--- config.mk ---
export PLATFORM = sky130hd
export DESIGN_NAME = model_trainer_fnn_sequencer_flat
export DESIGN_NICKNAME = d
export VERILOG_FILES = /design/src/rtl/model_trainer_fnn_sequencer_if.sv /design/src/rtl/model_trainer_fnn_sequencer.sv /design/src/flat_wrapper.sv
export SDC_FILE = /design/constraint.sdc
export NUM_CORES = 1
export LEC_CHECK = 0
export BUFFER_PORTS_ARGS = -buffer_cell sky130_fd_sc_hd__clkbuf_2
export CORE_AREA = 4 4 191 378
export CTS_CLUSTER_DIAMETER = 60
export DETAILED_ROUTE_END_ITERATION = 16
export DIE_AREA = 0 0 195 382
export PLACE_DENSITY_LB_ADDON = 0.05
export RECOVER_POWER = 25
export REMOVE_ABC_BUFFERS = 1
export SYNTH_ARGS = -nofsm -noshare
export SYNTH_HDL_FRONTEND = slang
export SYNTH_SLANG_ARGS = --single-unit
export TNS_END_PERCENT = 30
--- constraint.sdc ---
create_clock -name CLK -period 5.7 [get_ports CLK]
set_input_delay 0.285 -clock CLK [delete_from_list [all_inputs] [get_ports CLK]]
set_output_delay 0.285 -clock CLK [all_outputs]
set_load 0.02 [all_outputs]
--- src/rtl/model_trainer_fnn_sequencer_if.sv ---
// Bundle of every non-clock signal of model_trainer_fnn_sequencer.
//   master : the sequencer side (drives command status, operand stream
//            to the trainer, SRC_READY, sink stream and error flags)
//   slave  : the environment side (command, source stream, trainer
//            handshake and trainer result stream)
// Handshake rule: a source beat transfers on a rising CLK edge where
// SRC_VALID and SRC_READY are both 1; the sink never back-pressures, so
// SNK_VALID alone marks a result beat.
interface model_trainer_fnn_sequencer_if #(
    parameter int DATA_SIZE = 64
);
    logic                 CMD_START;
    logic                 CMD_BUSY;
    logic                 CMD_DONE;
    logic [DATA_SIZE-1:0] SIZE_X_IN;
    logic [DATA_SIZE-1:0] SIZE_L_IN;
    logic                 SRC_VALID;
    logic                 SRC_READY;
    logic [DATA_SIZE-1:0] SRC_DATA;
    logic                 TRAINER_START;
    logic                 TRAINER_READY;
    logic                 W_IN_L_ENABLE;
    logic                 W_IN_X_ENABLE;
    logic                 B_IN_ENABLE;
    logic                 X_IN_ENABLE;
    logic [DATA_SIZE-1:0] W_IN;
    logic [DATA_SIZE-1:0] B_IN;
    logic [DATA_SIZE-1:0] X_IN;
    logic                 H_OUT_ENABLE;
    logic [DATA_SIZE-1:0] H_OUT;
    logic                 SNK_VALID;
    logic [DATA_SIZE-1:0] SNK_DATA;
    logic                 SIZE_ERR;
    logic                 TIMEOUT_ERR;

    modport master (
        input  CMD_START, SIZE_X_IN, SIZE_L_IN, SRC_VALID, SRC_DATA,
               TRAINER_READY, H_OUT_ENABLE, H_OUT,
        output CMD_BUSY, CMD_DONE, SRC_READY, TRAINER_START,
               W_IN_L_ENABLE, W_IN_X_ENABLE, B_IN_ENABLE, X_IN_ENABLE,
               W_IN, B_IN, X_IN, SNK_VALID, SNK_DATA, SIZE_ERR, TIMEOUT_ERR
    );

    modport slave (
        output CMD_START, SIZE_X_IN, SIZE_L_IN, SRC_VALID, SRC_DATA,
               TRAINER_READY, H_OUT_ENABLE, H_OUT,
        input  CMD_BUSY, CMD_DONE, SRC_READY, TRAINER_START,
               W_IN_L_ENABLE, W_IN_X_ENABLE, B_IN_ENABLE, X_IN_ENABLE,
               W_IN, B_IN, X_IN, SNK_VALID, SNK_DATA, SIZE_ERR, TIMEOUT_ERR
    );
endinterface

--- src/rtl/model_trainer_fnn_sequencer.sv ---
// Sequencer in front of an FNN trainer. On CMD_START it latches the input
// length X and layer length L, pulls W (L rows of X, row-major), then B
// (L beats), then X (X beats) from the source stream and replays each beat
// one cycle later on the trainer operand ports. It then pulses
// TRAINER_START, forwards trainer results to the sink until TRAINER_READY
// and finishes with a one-cycle CMD_DONE.
// Ports:
//   CLK, RST   : clock, asynchronous active-low reset
//   state_dbg  : current FSM state (debug)
//   bus        : model_trainer_fnn_sequencer_if.master (all other signals)
// Optional feature: define TRAINER_FNN_SEQUENCER_TIMEOUT_EN to add a
// WATCHDOG_CYCLES watchdog in WAIT that raises TIMEOUT_ERR.
module model_trainer_fnn_sequencer #(
    parameter int DATA_SIZE       = 64,
    parameter int WATCHDOG_CYCLES = 1024
) (
    input  logic       CLK,
    input  logic       RST,
    output logic [2:0] state_dbg,
    model_trainer_fnn_sequencer_if.master bus
);
    localparam logic [2:0] S_IDLE   = 3'd0;
    localparam logic [2:0] S_LOAD_W = 3'd1;
    localparam logic [2:0] S_LOAD_B = 3'd2;
    localparam logic [2:0] S_LOAD_X = 3'd3;
    localparam logic [2:0] S_START  = 3'd4;
    localparam logic [2:0] S_WAIT   = 3'd5;
    localparam logic [2:0] S_DONE   = 3'd6;

    localparam logic [DATA_SIZE-1:0] ZERO = '0;
    localparam logic [DATA_SIZE-1:0] ONE  = {{(DATA_SIZE-1){1'b0}}, 1'b1};

    // The watchdog fires one cycle early because CMD_DONE is registered
    // out of DONE; this keeps CMD_DONE exactly WATCHDOG_CYCLES after
    // TRAINER_START, and needs at least two cycles to work.
    if (WATCHDOG_CYCLES < 2) begin : g_bad_watchdog
        $error("WATCHDOG_CYCLES must be at least 2");
    end

    logic [2:0]           state_q, state_d;
    logic [DATA_SIZE-1:0] i_q, i_d;   // W row / B beat counter
    logic [DATA_SIZE-1:0] j_q, j_d;   // W column / X beat counter
    logic [DATA_SIZE-1:0] x_q, x_d;
    logic [DATA_SIZE-1:0] l_q, l_d;
    logic [DATA_SIZE-1:0] w_in_q, w_in_d, b_in_q, b_in_d, x_in_q, x_in_d;
    logic [DATA_SIZE-1:0] snk_data_q, snk_data_d;
    logic w_l_en_q, w_l_en_d, w_x_en_q, w_x_en_d;
    logic b_en_q, b_en_d, x_en_q, x_en_d;
    logic trainer_start_q, trainer_start_d;
    logic snk_valid_q, snk_valid_d;
    logic cmd_done_q, cmd_done_d;
    logic size_err_q, size_err_d;
    logic src_ready, beat;

`ifdef TRAINER_FNN_SEQUENCER_TIMEOUT_EN
    localparam int WDOG_W = $clog2(WATCHDOG_CYCLES) + 1;
    localparam logic [WDOG_W-1:0] WDOG_LAST = WDOG_W'(WATCHDOG_CYCLES - 2);
    logic [WDOG_W-1:0] wdog_q, wdog_d;
    logic timeout_err_q, timeout_err_d;
`endif

    assign src_ready = (state_q == S_LOAD_W) || (state_q == S_LOAD_B) ||
                       (state_q == S_LOAD_X);
    assign beat      = src_ready && bus.SRC_VALID;

    always_comb begin
        state_d         = state_q;
        i_d             = i_q;
        j_d             = j_q;
        x_d             = x_q;
        l_d             = l_q;
        w_in_d          = w_in_q;
        b_in_d          = b_in_q;
        x_in_d          = x_in_q;
        snk_data_d      = snk_data_q;
        w_l_en_d        = 1'b0;
        w_x_en_d        = 1'b0;
        b_en_d          = 1'b0;
        x_en_d          = 1'b0;
        trainer_start_d = 1'b0;
        snk_valid_d     = 1'b0;
        cmd_done_d      = 1'b0;
        size_err_d      = size_err_q;
`ifdef TRAINER_FNN_SEQUENCER_TIMEOUT_EN
        wdog_d          = wdog_q;
        timeout_err_d   = timeout_err_q;
`endif
        case (state_q)
            S_IDLE: begin
                if (bus.CMD_START) begin
                    x_d        = bus.SIZE_X_IN;
                    l_d        = bus.SIZE_L_IN;
                    i_d        = ZERO;
                    j_d        = ZERO;
                    size_err_d = 1'b0;
`ifdef TRAINER_FNN_SEQUENCER_TIMEOUT_EN
                    timeout_err_d = 1'b0;
`endif
                    if (bus.SIZE_X_IN == ZERO || bus.SIZE_L_IN == ZERO) begin
                        size_err_d = 1'b1;
                        state_d    = S_DONE;
                    end else begin
                        state_d    = S_LOAD_W;
                    end
                end
            end
            S_LOAD_W: begin
                if (beat) begin
                    w_in_d   = bus.SRC_DATA;
                    w_x_en_d = 1'b1;
                    w_l_en_d = (j_q == ZERO);   // first column opens a row
                    if (j_q == x_q - ONE) begin
                        j_d = ZERO;
                        if (i_q == l_q - ONE) begin
                            i_d     = ZERO;
                            state_d = S_LOAD_B;
                        end else begin
                            i_d = i_q + ONE;
                        end
                    end else begin
                        j_d = j_q + ONE;
                    end
                end
            end
            S_LOAD_B: begin
                if (beat) begin
                    b_in_d = bus.SRC_DATA;
                    b_en_d = 1'b1;
                    if (i_q == l_q - ONE) begin
                        i_d     = ZERO;
                        state_d = S_LOAD_X;
                    end else begin
                        i_d = i_q + ONE;
                    end
                end
            end
            S_LOAD_X: begin
                if (beat) begin
                    x_in_d = bus.SRC_DATA;
                    x_en_d = 1'b1;
                    if (j_q == x_q - ONE) begin
                        j_d     = ZERO;
                        state_d = S_START;
                    end else begin
                        j_d = j_q + ONE;
                    end
                end
            end
            S_START: begin
                // Registered, so it lands one cycle after the last X_IN_ENABLE.
                trainer_start_d = 1'b1;
                state_d         = S_WAIT;
`ifdef TRAINER_FNN_SEQUENCER_TIMEOUT_EN
                wdog_d          = '0;
`endif
            end
            S_WAIT: begin
                if (bus.H_OUT_ENABLE) begin
                    snk_valid_d = 1'b1;
                    snk_data_d  = bus.H_OUT;
                end
                if (bus.TRAINER_READY) begin
                    state_d = S_DONE;
                end
`ifdef TRAINER_FNN_SEQUENCER_TIMEOUT_EN
                else if (wdog_q == WDOG_LAST) begin
                    timeout_err_d = 1'b1;
                    state_d       = S_DONE;
                end else begin
                    wdog_d = wdog_q + 1'b1;
                end
`endif
            end
            S_DONE: begin
                cmd_done_d = 1'b1;
                state_d    = S_IDLE;
            end
            default: state_d = S_IDLE;
        endcase
    end

    always_ff @(posedge CLK or negedge RST) begin
        if (!RST) begin
            state_q         <= S_IDLE;
            i_q             <= '0;
            j_q             <= '0;
            x_q             <= '0;
            l_q             <= '0;
            w_in_q          <= '0;
            b_in_q          <= '0;
            x_in_q          <= '0;
            snk_data_q      <= '0;
            w_l_en_q        <= 1'b0;
            w_x_en_q        <= 1'b0;
            b_en_q          <= 1'b0;
            x_en_q          <= 1'b0;
            trainer_start_q <= 1'b0;
            snk_valid_q     <= 1'b0;
            cmd_done_q      <= 1'b0;
            size_err_q      <= 1'b0;
`ifdef TRAINER_FNN_SEQUENCER_TIMEOUT_EN
            wdog_q          <= '0;
            timeout_err_q   <= 1'b0;
`endif
        end else begin
            state_q         <= state_d;
            i_q             <= i_d;
            j_q             <= j_d;
            x_q             <= x_d;
            l_q             <= l_d;
            w_in_q          <= w_in_d;
            b_in_q          <= b_in_d;
            x_in_q          <= x_in_d;
            snk_data_q      <= snk_data_d;
            w_l_en_q        <= w_l_en_d;
            w_x_en_q        <= w_x_en_d;
            b_en_q          <= b_en_d;
            x_en_q          <= x_en_d;
            trainer_start_q <= trainer_start_d;
            snk_valid_q     <= snk_valid_d;
            cmd_done_q      <= cmd_done_d;
            size_err_q      <= size_err_d;
`ifdef TRAINER_FNN_SEQUENCER_TIMEOUT_EN
            wdog_q          <= wdog_d;
            timeout_err_q   <= timeout_err_d;
`endif
        end
    end

    assign state_dbg         = state_q;
    assign bus.CMD_BUSY      = (state_q != S_IDLE);
    assign bus.CMD_DONE      = cmd_done_q;
    assign bus.SRC_READY     = src_ready;
    assign bus.TRAINER_START = trainer_start_q;
    assign bus.W_IN_L_ENABLE = w_l_en_q;
    assign bus.W_IN_X_ENABLE = w_x_en_q;
    assign bus.B_IN_ENABLE   = b_en_q;
    assign bus.X_IN_ENABLE   = x_en_q;
    assign bus.W_IN          = w_in_q;
    assign bus.B_IN          = b_in_q;
    assign bus.X_IN          = x_in_q;
    assign bus.SNK_VALID     = snk_valid_q;
    assign bus.SNK_DATA      = snk_data_q;
    assign bus.SIZE_ERR      = size_err_q;
`ifdef TRAINER_FNN_SEQUENCER_TIMEOUT_EN
    assign bus.TIMEOUT_ERR   = timeout_err_q;
`else
    assign bus.TIMEOUT_ERR   = 1'b0;
`endif
endmodule

--- src/flat_wrapper.sv ---
// flat-port wrapper written by rule: the top's interface ports become plain ports
module model_trainer_fnn_sequencer_flat 
#(
    parameter int DATA_SIZE       = 64,
    parameter int WATCHDOG_CYCLES = 1024
)
  (CLK, RST, state_dbg, bus_CMD_START, bus_SIZE_X_IN, bus_SIZE_L_IN, bus_SRC_VALID, bus_SRC_DATA, bus_TRAINER_READY, bus_H_OUT_ENABLE, bus_H_OUT, bus_CMD_BUSY, bus_CMD_DONE, bus_SRC_READY, bus_TRAINER_START, bus_W_IN_L_ENABLE, bus_W_IN_X_ENABLE, bus_B_IN_ENABLE, bus_X_IN_ENABLE, bus_W_IN, bus_B_IN, bus_X_IN, bus_SNK_VALID, bus_SNK_DATA, bus_SIZE_ERR, bus_TIMEOUT_ERR);
  model_trainer_fnn_sequencer_if #(.DATA_SIZE(DATA_SIZE)) bus_i ();
  input  logic CLK;
  input  logic RST;
  output logic [2:0] state_dbg;
  input wire logic [$bits(bus_i.CMD_START)-1:0] bus_CMD_START;
  input wire logic [$bits(bus_i.SIZE_X_IN)-1:0] bus_SIZE_X_IN;
  input wire logic [$bits(bus_i.SIZE_L_IN)-1:0] bus_SIZE_L_IN;
  input wire logic [$bits(bus_i.SRC_VALID)-1:0] bus_SRC_VALID;
  input wire logic [$bits(bus_i.SRC_DATA)-1:0] bus_SRC_DATA;
  input wire logic [$bits(bus_i.TRAINER_READY)-1:0] bus_TRAINER_READY;
  input wire logic [$bits(bus_i.H_OUT_ENABLE)-1:0] bus_H_OUT_ENABLE;
  input wire logic [$bits(bus_i.H_OUT)-1:0] bus_H_OUT;
  output wire logic [$bits(bus_i.CMD_BUSY)-1:0] bus_CMD_BUSY;
  output wire logic [$bits(bus_i.CMD_DONE)-1:0] bus_CMD_DONE;
  output wire logic [$bits(bus_i.SRC_READY)-1:0] bus_SRC_READY;
  output wire logic [$bits(bus_i.TRAINER_START)-1:0] bus_TRAINER_START;
  output wire logic [$bits(bus_i.W_IN_L_ENABLE)-1:0] bus_W_IN_L_ENABLE;
  output wire logic [$bits(bus_i.W_IN_X_ENABLE)-1:0] bus_W_IN_X_ENABLE;
  output wire logic [$bits(bus_i.B_IN_ENABLE)-1:0] bus_B_IN_ENABLE;
  output wire logic [$bits(bus_i.X_IN_ENABLE)-1:0] bus_X_IN_ENABLE;
  output wire logic [$bits(bus_i.W_IN)-1:0] bus_W_IN;
  output wire logic [$bits(bus_i.B_IN)-1:0] bus_B_IN;
  output wire logic [$bits(bus_i.X_IN)-1:0] bus_X_IN;
  output wire logic [$bits(bus_i.SNK_VALID)-1:0] bus_SNK_VALID;
  output wire logic [$bits(bus_i.SNK_DATA)-1:0] bus_SNK_DATA;
  output wire logic [$bits(bus_i.SIZE_ERR)-1:0] bus_SIZE_ERR;
  output wire logic [$bits(bus_i.TIMEOUT_ERR)-1:0] bus_TIMEOUT_ERR;
  assign bus_i.CMD_START = bus_CMD_START;
  assign bus_i.SIZE_X_IN = bus_SIZE_X_IN;
  assign bus_i.SIZE_L_IN = bus_SIZE_L_IN;
  assign bus_i.SRC_VALID = bus_SRC_VALID;
  assign bus_i.SRC_DATA = bus_SRC_DATA;
  assign bus_i.TRAINER_READY = bus_TRAINER_READY;
  assign bus_i.H_OUT_ENABLE = bus_H_OUT_ENABLE;
  assign bus_i.H_OUT = bus_H_OUT;
  assign bus_CMD_BUSY = bus_i.CMD_BUSY;
  assign bus_CMD_DONE = bus_i.CMD_DONE;
  assign bus_SRC_READY = bus_i.SRC_READY;
  assign bus_TRAINER_START = bus_i.TRAINER_START;
  assign bus_W_IN_L_ENABLE = bus_i.W_IN_L_ENABLE;
  assign bus_W_IN_X_ENABLE = bus_i.W_IN_X_ENABLE;
  assign bus_B_IN_ENABLE = bus_i.B_IN_ENABLE;
  assign bus_X_IN_ENABLE = bus_i.X_IN_ENABLE;
  assign bus_W_IN = bus_i.W_IN;
  assign bus_B_IN = bus_i.B_IN;
  assign bus_X_IN = bus_i.X_IN;
  assign bus_SNK_VALID = bus_i.SNK_VALID;
  assign bus_SNK_DATA = bus_i.SNK_DATA;
  assign bus_SIZE_ERR = bus_i.SIZE_ERR;
  assign bus_TIMEOUT_ERR = bus_i.TIMEOUT_ERR;
  model_trainer_fnn_sequencer #(.DATA_SIZE(DATA_SIZE), .WATCHDOG_CYCLES(WATCHDOG_CYCLES)) u_core (.CLK(CLK), .RST(RST), .state_dbg(state_dbg), .bus(bus_i));
endmodule
After elaboration in Yosys (flattened, before gate mapping)
Index checks and enable logic that the tools add are counted.

operators by class
  add/sub/neg operators = 4
  multipliers = 0
  div/mod/pow operators = 0
  order comparisons = 0
  equality and inequality tests = 18
  shift operators = 0
  mux-type cells = 31
  bitwise gates (word level) = 0
  reductions and logical operators = 20

operator list
  operator                 count
  $mux W64                 7
  $logic_not A64 Y1        3
  $pmux W64 S3             1
  $add A64 B1 Y64 const B  2
  $eq A64 B64 Y1           2
  $pmux W64 S2             1
  $sub A64 B1 Y64 const B  2
  $mux W3                  10
  $pmux W3 S6              1
  $ne A2 B2 Y1 const B     6
  $mux W1                  11
  $reduce_and A2 Y1        5
  $eq A3 B3 Y1 const B     3
  $reduce_and A9 Y1        1
  $ne A2 B1 Y1 const B     4
  $eq A3 B2 Y1 const B     2
  $reduce_bool A3 Y1       2
  $reduce_and A5 Y1        1
  $eq A3 B1 Y1 const B     1
  $logic_not A3 Y1         1
  $logic_or A1 B1 Y1       3
  $reduce_and A3 Y1        1
  $reduce_bool A2 Y1       1
  $reduce_or A2 Y1         1
  $logic_and A1 B1 Y1      1

word-level totals
  register bits = 523
  latch bits = 0
  RAM bits = 0
  bits in read-only memories = 0
  bits of input ports = 262
  output and inout bits = 270
  logic and storage cells = 90
  memories kept = 0

Depth between registers and ports, before layout
Gate-level depths: netlist of the first run.

  depth in word-level cells = 6
  gate-level depth with buffers = 15
  gate-level depth less buffers = 12

Least setup slack after synthesis of the first run
Ideal clock, no wire load.

  path kind = reg2reg
  start point = register u_core.x_q[0]
  end point = register u_core.i_q[46]
  setup time = 0.120 ns
  arrival = 4.081 ns
  required time = 5.580 ns
  path slack = 1.499 ns
  cell stages (with the launch flop) = 16
  buffers on the path = 3
  period minus slack after synthesis = 4.201 ns
  path through = dfrtp_1 buf_6 inv_1 ha_1 nor3b_1 and4_1 nand2_1 or4_1 xnor2_1 or4_1 nor4_4 and3_4 buf_6 buf_6 o32ai_1 a31o_2

on the way
  word-level cells in the longest chain between the ends = 4

ends and longest elaborated chain
  item                                line                                text
  start, declared                     model_trainer_fnn_sequencer.sv:43   logic [DATA_SIZE-1:0] x_q, x_d;
  start signal, assigned              model_trainer_fnn_sequencer.sv:187  x_q <= '0;
  start signal, assigned              model_trainer_fnn_sequencer.sv:209  x_q <= x_d;
  $sub A64 B1 Y64                     model_trainer_fnn_sequencer.sv:112  if (j_q == x_q - ONE) begin
  $eq A64 B64 Y1                      model_trainer_fnn_sequencer.sv:112
  $ne A2 B2 Y1 (no source line)       n/a
  $reduce_and A5 Y1 (no source line)  n/a
  end signal, assigned                model_trainer_fnn_sequencer.sv:207  i_q <= i_d;
  end, declared                       model_trainer_fnn_sequencer.sv:41   logic [DATA_SIZE-1:0] i_q, i_d;

No other way between the ends.
A chain may end at the register's enable or synchronous reset.

Final worst setup path of the first run
  start point = register u_core.x_q[45]
  end point = register u_core.i_q[0]

The elaborated chain is that of the path after synthesis.

==> metrics.yaml, run 1 <==
cts_tree: "built"
maxSlewViolCount: 78
finClkSkew_ns: 0.0153
path_cells: "nor4_1 > nand3_1 > nor3_1 > a31oi_1 > nor4_1 > nand4_1 > nor4_4 > nand3_4 > a21oi_2 > buf_4 > mux2_2"
hold_class: "in2reg"
ys_seq_elements: 523
synth_edf_count: 0
ys_warn_count: 0
rsz0062_at_grt: "no"
path_max_fanout: 41
cts-root-buf: "clkbuf_16"
gr-total-overflow: 0
drv_cap: 1
period_minus_slack_ns: 5.59
crit_family: "simple AND/OR/NAND/NOR gates"
ir_drop_v: 0.000368
start_util: 0.396
hold_violations: 0
fp.dieArea_um2: 74500
hpwl_mm: 75.9
dieWidth_um: 195
syn_area_um2: 27400
worstSetupPathType: "reg2reg"
fin_crit_sh: 0.981
syn_avg_cell_area_um2: 9.82
cp-end-kind: "flop"
path_clk_slew_ns: 0.07
cts_made_buffers: 51
crit_arrival_ns: 6.15
hold-worst-slack_ns: 0.0444
worstSkewPairLatency_ns: 0.62
ioPinCount: 532
violations: "capacitance limit, slew limit"
final_nets: 3779
path_common_cell: "nor4_1"
setup_viol: 0
areaGrowthSynthToFinish_pct: 27.8
setup_tns_ns: 0
power.density_nw_per_um2: 511
vias: 25000
startpoint_type: "flop"
p_leak_nw: 14.8
synthArstFlopShare: 1.00
drcViolationCount: 0
via_per_inst: 5.61
drive_gt1_frac: 0.201
pre_cts_ws_ns: 0.151
critical_path_buf_inv_count: 1
cts.sinks: 523
syn_inst: 2789
antenna_found_initial: 5
cp_slowest_stage_delay_ns: 0.96
p_total_mw: 17.9
post_drt_wl_per_cell_um: 23.0
grt_pass1_wl_mm: 156
die_h_um: 382
final_antenna_net_count: 0
slew_headroom: -1.96
status: "finished, violations left"
fin_cells: 4451
yosys.cell_types.count: 81
routed_wl_mm: 103
htree_levels: 2
dr.pass1.iters: 5
cp.required_ns: 6.25
worst_slew_pin_slew_ns: 4.44
slowest_stage: "nor4_1"
gp_congestion: 0.979
std_cell_rows: 136
core_um2: 69100
post-place-cells: 4102
grt_use_total: 0.266
ys.flop_type: "dfrtp_1"
fin_ws_ns: 0.108
io_buffers: 530
fmax_ghz: 0.179
yosysSeqAreaShare: 0.478
clock_path_buffers: 3
grt_max_degree: 156
first_global_vias: 26100
drtIter0Drc: 1202
[what timing repair did]
action / 4_1_cts / 5_1_grt
gates resized for setup: 0 / 2
setup buffers: 0 / 0
endpoints found under the hold margin: 458 / 0
setup endpoints to repair: 0 / 26
hold buffers: 254 / 0
[cells in the mapped netlist (8+ instances only)]
| cell type | number | share of area |
|---|---|---|
| clkbuf_1 | 136 | 0.019 |
| xor2_1 | 57 | 0.018 |
| inv_1 | 35 | 0.0048 |
| nor2_1 | 123 | 0.017 |
| and2_1 | 22 | 0.0050 |
| or4_1 | 27 | 0.0074 |
| and4_1 | 12 | 0.0038 |
| o311ai_0 | 17 | 0.0054 |
| nand2_1 | 547 | 0.075 |
| nand2b_1 | 13 | 0.0030 |
| nand3_1 | 110 | 0.020 |
| nand3b_1 | 8 | 0.0022 |
| a32oi_1 | 15 | 0.0048 |
| nor4b_1 | 9 | 0.0029 |
| or3_1 | 24 | 0.0055 |
| o21ai_0 | 60 | 0.011 |
| and3_1 | 41 | 0.0094 |
| nand4_1 | 67 | 0.015 |
| mux2i_1 | 23 | 0.0084 |
| a211oi_1 | 17 | 0.0047 |
| a31oi_1 | 15 | 0.0034 |
| o22ai_1 | 34 | 0.0078 |
| or2_2 | 10 | 0.0023 |
| o31ai_1 | 20 | 0.0055 |
| mux2_2 | 252 | 0.10 |
| a21oi_1 | 48 | 0.0088 |
| nor3_1 | 74 | 0.014 |
| a22o_1 | 48 | 0.015 |
| a21o_1 | 16 | 0.0044 |
| xnor2_1 | 130 | 0.042 |
| nor4_1 | 106 | 0.024 |
| dfrtp_1 | 523 | 0.48 |
| nor2b_1 | 8 | 0.0018 |
| buf_2 | 15 | 0.0027 |
[worst paths after layout]
check	to	depth (start not counted)	from	slack, ns
setup / recovery	u_core.i_q[0]	11	u_core.x_q[45]	0.11
hold / removal	u_core.l_q[3]	2	bus_SIZE_L_IN[3]	0.04
setup reg to reg	u_core.i_q[0]	11	u_core.x_q[45]	0.11
hold reg to reg	u_core.bus.X_IN[49]	2	u_core.bus.X_IN[49]	0.47
max in group asynchronous	u_core.j_q[56]	2	RST	1.18
min in group asynchronous	u_core.x_q[1]	2	RST	2.02
[final cells by class]
class | instances | area, um^2
Fill cell | 6573 | 34100
Multi-Input combinational cell | 2068 | 13600
Tap cell | 897 | 1120
Clock buffer | 71 | 1480
Clock inverter | 21 | 250
Antenna cell | 3 | 7.51
Inverter | 35 | 131
Sequential cell | 523 | 13100
Timing Repair Buffer | 833 | 5330
[sequential cells by signal, indices dropped and copies added (netlist names)]
register                  cells
u_core.state_dbg              3
u_core.bus.SIZE_ERR           1
u_core.bus.B_IN              64
u_core.bus.X_IN_ENABLE        1
u_core.bus.CMD_DONE           1
u_core.l_q                   64
u_core.j_q                   64
u_core.bus.TRAINER_START      1
u_core.bus.X_IN              64
u_core.bus.W_IN              64
u_core.x_q                   64
u_core.bus.SNK_DATA          64
u_core.bus.SNK_VALID          1
u_core.i_q                   64
u_core.bus.W_IN_X_ENABLE      1
u_core.bus.B_IN_ENABLE        1
u_core.bus.W_IN_L_ENABLE      1
[per-layer routing]
metal | vias up | track usage | wire length [um]
met5 | - | 0 | 42
met4 | 6 | 0.147 | 6580
met3 | 261 | 0.0409 | 5190
met2 | 919 | 0.494 | 54100
met1 | 12300 | 0.286 | 36600
li1 | 11500 | - | -
[worst reg2reg max path, delay by kind of cell (launching register included)]
kind                   cells  cell delay [ns]
AO/OA/AOI/OAI              2             0.41
AND/OR/NAND/NOR            7             3.93
buffers and inverters      1             0.45
flip-flops                 1             0.46
multiplexers               1             0.29
[logic make-up (layout without fill, tap and decap cells)]
group / Yosys count / in the layout / synth area share
mux: 275 / 275 / 0.112
fa+ha+maj: 6 / 6 / 0.00265
other cells: 1 / 4 / 0.000137
flops: 523 / 523 / 0.478
buf+inv: 198 / 960 / 0.0289
compound gates: 366 / 366 / 0.0966
simple gates: 1233 / 1233 / 0.222
xor+xnor: 187 / 187 / 0.0598
[cells in the final DEF (no fill, tap or decap), types with 14 or more instances in the layout]
master / instances
a32oi_1: 15
nor3_1: 74
and2_1: 21
clkbuf_2: 280
or3_1: 23
mux2_2: 252
xor2_1: 57
xnor2_1: 130
buf_4: 43
and3_1: 41
a22o_1: 48
clkbuf_16: 53
a21o_1: 16
a31oi_1: 14
inv_1: 33
nand4_1: 67
a211oi_1: 17
o22ai_1: 34
nor4_1: 104
o21ai_0: 60
dfrtp_1: 523
nor2_1: 119
clkbuf_1: 258
dlygate4sd3_1: 254
o311ai_0: 17
nand3_1: 110
mux2i_1: 23
or4_1: 27
a21oi_1: 48
nand2_1: 547
o31ai_1: 20
[power by group]
part           total, mW  switching [mW]  internal (mW)
sequential          6.70            1.58           5.11
combinational       7.57            4.59           2.98
clock               3.61            1.60           2.01
[through the flow]
| stage | util | area, um^2 |
|---|---|---|
| 2_1_floorplan | - | 26700 |
| 3_3_place_gp | 0.449 | 31000 |
| 3_5_place_dp | 0.449 | 31000 |
| 4_1_cts | 0.511 | 35300 |
| 5_1_grt | 0.506 | 35000 |
| 6_report | 0.506 | 35000 |
No activity file was read; power rests on OpenSTA's default activity.
==> run 2, diff against run 1 <==
Settings changed: CORE_AREA 4 4 191 378 to 4 4 308 234, DIE_AREA 0 0 195 382 to 0 0 312 238.
==> run 2 against run 1 <==
The flow still finishes with violations (capacitance limit, slew limit). Clock power is 1% higher. Setup slack improved by 0.47 ns. Clock skew increased by 0.026 ns. Combinational power up 2%. Routed wire length grew 0.55%. Sequential power up 2%. Die area is 0.31% lower. Highest routed layer unchanged.
==> metrics.yaml, run 2 (synthesized netlist as in run 1, its figures left out) <==
multi_input_area_um2: 13600  # about the same
areaGrowthSynthToFinish_pct: 28.4  # was 27.8%
gr-total-overflow: 0  # unchanged
final_antenna_net_count: 0  # unchanged
cp_slowest_stage_delay_ns: 0.71  # was 0.96 ns
worst_slew_pin_slew_ns: 4.22  # was 4.44 ns
io_buffers: 530  # unchanged
fp.dieArea_um2: 74300  # was 74500 um^2
crit_arrival_ns: 5.60  # was 6.15 ns
path_clk_slew_ns: 0.06  # was 0.07 ns
first_global_vias: 24900  # was 26100
fin_crit_sh: 0.899  # was 0.981
setup_viol: 0  # unchanged
cts_setup_buffers: 0  # unchanged
cts-root-buf: "clkbuf_16"  # unchanged
status: "finished, violations left"  # unchanged
routed_wl_mm: 103  # about the same
final_nets: 3776  # was 3779
min_path_cells: 5  # was 2
grt_use_total: 0.272  # was 0.266
cts.sinks: 523  # unchanged
path_max_fanout: 31  # was 41
violations: "capacitance limit, slew limit"  # unchanged
p_leak_nw: 15.2  # was 14.8 nW
via_per_inst: 5.59  # was 5.61
drcViolationCount: 0  # unchanged
cp-end-kind: "flop"  # unchanged
cp.required_ns: 6.18  # was 6.25 ns
startpoint_type: "flop"  # unchanged
final.fill_count: 6464  # was 6573
grt_pass1_wl_mm: 158  # was 156 mm
path_common_cell: "nor4_1"  # unchanged
p_total_mw: 18.2  # was 17.9 mW
vias: 24900  # was 25000
maxSlewViolCount: 70  # was 78
std_cell_rows: 84  # was 136
hold_violations: 0  # unchanged
dr.pass1.iters: 5  # unchanged
drv_cap: 1  # unchanged
slew_headroom: -1.82  # was -1.96
hpwl_mm: 76.3  # was 75.9 mm
rsz0062_at_grt: "no"  # unchanged
core_um2: 69400  # was 69100 um^2
antenna_found_initial: 4  # was 5
gp_congestion: 0.899  # was 0.979
critical_path_buf_inv_count: 0  # was 1
final_util: 0.507  # was 0.506
dieWidth_um: 312  # was 195 um
period_minus_slack_ns: 5.12  # was 5.59 ns
ir_drop_v: 0.000356  # was 0.000368 V
hold_class: "in2reg"  # unchanged
drive_gt1_frac: 0.233  # was 0.201
path_cells: "nor4_1 > nand4_1 > nor3_2 > nor4b_1 > xnor2_1 > o2111ai_1 > nor4_1 > a31oi_4 > o21ai_2 > o21ai_0"  # was nor4_1 > nand3_1 > nor3_1 > a31oi_1 > nor4_1 > nand4_1 > nor4_4 > nand3_4 > a21oi_2 > buf_4 > mux2_2
drtIter0Drc: 2216  # was 1202
layout_common_cells: "nand2_1, dfrtp_1, clkbuf_2"  # unchanged
setup_tns_ns: 0  # unchanged
power.density_nw_per_um2: 517  # was 511 nW/um^2
register_area_um2: 13100  # unchanged
ioPinCount: 532  # unchanged
worstSetupPathType: "reg2reg"  # unchanged
die_h_um: 238  # was 382 um
cts_made_buffers: 56  # was 51
grt_max_degree: 141  # was 156
crit_cells: 10  # was 11
finClkSkew_ns: 0.0414  # was 0.0153 ns
slowest_stage: "nor4_1"  # unchanged
final_common_cell: "nand2_1"  # unchanged
cts_resized: 0  # unchanged
htree_levels: 2  # unchanged
hold_buffers: 257  # was 254
clock_path_buffers: 3  # unchanged
r2r_cells: 10  # was 11
worstSkewPairLatency_ns: 0.66  # was 0.62 ns
cts_tree: "built"  # unchanged
crit_family: "simple AND/OR/NAND/NOR gates"  # unchanged
fmax_ghz: 0.195  # was 0.179 GHz
post_drt_wl_per_cell_um: 23.2  # was 23.0 um
start_util: 0.395  # was 0.396
[run 2: tightest hold or removal path, cell delays in order]
cell and delay (ns):
clkbuf_2 0.13, a22oi_1 0.08, nor2_1 0.09, nand3_1 0.07, o21ai_0 0.07
[run 2: metrics by stage]
step           area (um^2)  setup WS, ns  std cells  hold slack [ns]
2_1_floorplan        26700         -5.60       2626          -0.0106
3_3_place_gp         30900         0.795       4097            0.277
3_5_place_dp         30900         0.654       4097            0.287
4_1_cts              35300         0.641       4449           0.0680
5_1_grt              35200         0.216       4449           0.0970
6_report             35200         0.578       4453            0.132
[run 2: path summary, 6_finish.rpt]
path / slack, ns / to / startpoint
max in group asynchronous: 1.51 / u_core.bus.W_IN[50] / RST
min: 0.13 / u_core.state_dbg[1] / bus_CMD_START
min reg2reg: 0.47 / u_core.bus.X_IN[41] / u_core.bus.X_IN[41]
min in group asynchronous: 1.68 / u_core.l_q[8] / RST
max reg2reg: 0.58 / u_core.i_q[61] / u_core.l_q[18]
max: 0.58 / u_core.i_q[61] / u_core.l_q[18]
[run 2: cell type report]
| cell class | instances | area share |
|---|---|---|
| multi-input cells | 2068 | 0.386 |
| flip-flops and latches | 523 | 0.372 |
| repair buffers | 825 | 0.154 |
| clock buffers | 80 | 0.0456 |
| well taps | 903 | 0.0321 |
| clock inverters | 15 | 0.00619 |
| inverters | 35 | 0.00374 |
| diodes | 4 | 0.000285 |
[run 2: per-layer routing]
metal | track usage | vias to the layer above | routed length, um
met1 | 0.396 | 12400 | 47900
met5 | 0 | - | 21
li1 | - | 11500 | -
met3 | 0.0629 | 101 | 7790
met2 | 0.417 | 872 | 45700
met4 | 0.0529 | 4 | 1780
[run 2: where the power goes]
group | internal (mW) | switching (mW) | leakage, nW
registers | 5.12 | 1.69 | 6.56
logic | 3.06 | 4.65 | 7.78
clock network | 2.08 | 1.58 | 0.888
==> run 3, diff against run 2 <==
Settings changed: CTS_BUF_LIST from default to sky130_fd_sc_hd__clkbuf_8, TNS_END_PERCENT 30 to default.
==> run 3 against run 2 <==
The flow still finishes with violations (capacitance limit, slew limit). Die area did not move. Critical path depth did not move. Via count rose by 0.76%. Sequential share of layout area fell by 0.082 points. Core utilization rose by 0.11 points. Maximum frequency fell by 0.34%.
==> metrics.yaml, run 3 (synthesized netlist as in run 1, its figures left out) <==
final_common_cell: "nand2_1"  # unchanged
drtIter0Drc: 2237  # was 2216
hpwl_mm: 76.3  # unchanged
ioPinCount: 532  # unchanged
post_dp_cell_area_um2: 30900  # unchanged
worst-r2r-setup-slack_ns: 0.56  # was 0.58 ns
die_h_um: 238  # unchanged
worstSkewPairLatency_ns: 0.71  # was 0.66 ns
fin_cells: 4515  # was 4453
seq_power_share: 0.378  # was 0.374
fp.dieArea_um2: 74300  # unchanged
setup_tns_ns: 0  # unchanged
hold_violations: 0  # unchanged
power_frac_clock: 0.187  # was 0.201
path_cells: "nor4_1 > nand4_1 > nor3_2 > nand2_1 > nor4_1 > nor4b_1 > o22a_1 > a31oi_4 > o21ai_2 > o41ai_1"  # was nor4_1 > nand4_1 > nor3_2 > nor4b_1 > xnor2_1 > o2111ai_1 > nor4_1 > a31oi_4 > o21ai_2 > o21ai_0
switching_share: 0.444  # was 0.436
gp_congestion: 0.899  # unchanged
worstSetupPathType: "reg2reg"  # unchanged
layout_common_cells: "nand2_1, clkbuf_2, dfrtp_1"  # was nand2_1, dfrtp_1, clkbuf_2
final_nets: 3809  # was 3776
cp-end-kind: "flop"  # unchanged
cts_tree: "built"  # unchanged
crit_cells: 10  # unchanged
fmax_ghz: 0.195  # about the same
final.fill_count: 6394  # was 6464
post-place-cells: 4097  # unchanged
startpoint_type: "flop"  # unchanged
wl_met1_mm: 47.3  # was 47.9 mm
fin_area_um2: 35200  # about the same
routed_wl_mm: 104  # was 103 mm
drv_cap: 1  # unchanged
violations: "capacitance limit, slew limit"  # unchanged
core_um2: 69400  # unchanged
dr.pass1.iters: 7  # was 5
areaGrowthSynthToFinish_pct: 28.7  # was 28.4%
post_drt_wl_per_cell_um: 23.0  # was 23.2 um
cp_slowest_stage_delay_ns: 0.91  # was 0.71 ns
htree_levels: 3  # was 2
grt_use_total: 0.274  # was 0.272
slew_headroom: -1.82  # about the same
hold_class: "in2reg"  # unchanged
crit_family: "simple AND/OR/NAND/NOR gates"  # unchanged
grt_pass1_wl_mm: 158  # about the same
cts-root-buf: "clkbuf_8"  # was clkbuf_16
grt_max_degree: 141  # unchanged
antenna_found_initial: 5  # was 4
cts_resized: 0  # unchanged
regToRegEndpoint: "u_core.i_q[48]"  # was u_core.i_q[61]
via_per_inst: 5.56  # was 5.59
comb_power_share: 0.434  # was 0.424
r2r_cells: 10  # unchanged
timing.rr.start: "u_core.l_q[18]"  # unchanged
ir_drop_v: 0.000315  # was 0.000356 V
dieWidth_um: 312  # unchanged
drcViolationCount: 0  # unchanged
cts.sinks: 523  # unchanged
p_total_mw: 18.0  # was 18.2 mW
drive_gt1_frac: 0.273  # was 0.233
p_leak_nw: 15.7  # was 15.2 nW
worst_slew_pin_slew_ns: 4.23  # was 4.22 ns
cp-endpoint: "u_core.i_q[48]"  # was u_core.i_q[61]
rsz0062_at_grt: "no"  # unchanged
cts_made_buffers: 88  # was 56
vias: 25100  # was 24900
p_int_mw: 10.0  # was 10.3 mW
final_util: 0.508  # was 0.507
crit_arrival_ns: 5.73  # was 5.60 ns
critical_path_buf_inv_count: 0  # unchanged
met2_wirelength_mm: 44.7  # was 45.7 mm
final_antenna_net_count: 0  # unchanged
power.density_nw_per_um2: 510  # was 517 nW/um^2
start_util: 0.395  # unchanged
maxSlewViolCount: 70  # unchanged
startpoint: "u_core.l_q[18]"  # unchanged
io_buffers: 530  # unchanged
first_global_vias: 25100  # was 24900
fin_crit_sh: 0.902  # was 0.899
slowest_stage: "a31oi_4"  # was nor4_1
status: "finished, violations left"  # unchanged
gr-total-overflow: 0  # unchanged
path_common_cell: "nor4_1"  # unchanged
cp.required_ns: 6.29  # was 6.18 ns
finClkSkew_ns: 0.0278  # was 0.0414 ns
std_cell_rows: 84  # unchanged
power.switching_mw: 7.98  # was 7.92 mW
clock_path_buffers: 3  # unchanged
setup_viol: 0  # unchanged
highest_layer: "met5"  # unchanged
path_clk_slew_ns: 0.06  # about the same
path_max_fanout: 31  # unchanged
met3_length_mm: 8.58  # was 7.79 mm
period_minus_slack_ns: 5.14  # was 5.12 ns
[run 3: cell count changes in the layout (fill, tap and decap cells not counted), moves of 2 or more]
| cell | before | now |
|---|---|---|
| clkbuf_1 | 134 | 1 |
| clkbuf_16 | 56 | 0 |
| inv_1 | 33 | 66 |
| clkbuf_2 | 409 | 529 |
| bufinv_16 | 3 | 1 |
| clkbuf_8 | 11 | 105 |
| clkinv_16 | 2 | 0 |
| diode_2 | 4 | 7 |
[run 3: how the worst min path moves through the flow]
stage,start,endpoint,slack (ns),cells past startpoint
after floorplan,RST,u_core.bus.B_IN[0],-0.01,0
after global placement,RST,u_core.l_q[8],0.28,1
after detailed placement,RST,u_core.l_q[8],0.29,1
after CTS,bus_SRC_VALID,u_core.state_dbg[1],0.002,4
after global routing,bus_SRC_VALID,u_core.state_dbg[1],0.06,4
final,bus_SRC_VALID,u_core.state_dbg[1],0.11,4
[run 3: layout make-up]
cell class | count | area (um^2) | share of cell area
tap | 903 | 1130 | 0.0321
antenna | 7 | 17.5 | 0.000497
clock buffer | 105 | 1450 | 0.0410
timing repair buffer | 826 | 5580 | 0.158
sequential | 523 | 13100 | 0.371
clock inverter | 48 | 284 | 0.00806
inverter | 35 | 131 | 0.00373
multi-input combinational | 2068 | 13600 | 0.385
[run 3: power by group through the flow]
stage / logic [mW] / registers, mW / clock network, mW
after floorplan: 4.05 / 7.31 / 0
after global routing: 8.43 / 7.00 / 3.66
after detailed placement: 7.69 / 6.80 / 0
final: 7.81 / 6.80 / 3.37
after CTS: 7.85 / 6.78 / 3.49
after global placement: 7.62 / 6.76 / 0
[run 3: tightest hold or removal path, delay by kind of cell]
family / cells / cell delay (ns)
AO/OA/AOI/OAI: 2 / 0.26
AND/OR/NAND/NOR: 1 / 0.07
buffers and inverters: 1 / 0.15
[run 3: metrics by stage]
stage                     hold WS (ns)  setup WS (ns)
after floorplan                -0.0106          -5.60
after global placement           0.277          0.795
after detailed placement         0.287          0.654
after CTS                      0.00238          0.642
after global routing            0.0582          0.200
final                            0.105          0.560
[run 3: routing by layer]
metal	up-vias	GRT usage
li1	11600	-
met1	12400	0.391
met2	920	0.405
met3	162	0.0764
met4	2	0.0875
met5	-	0
[run 3: what timing repair did]
item / in CTS / in global routing
endpoints found under the hold margin: 453 / 0
buffers inserted: 0 / 0
hold buffers: 258 / 0
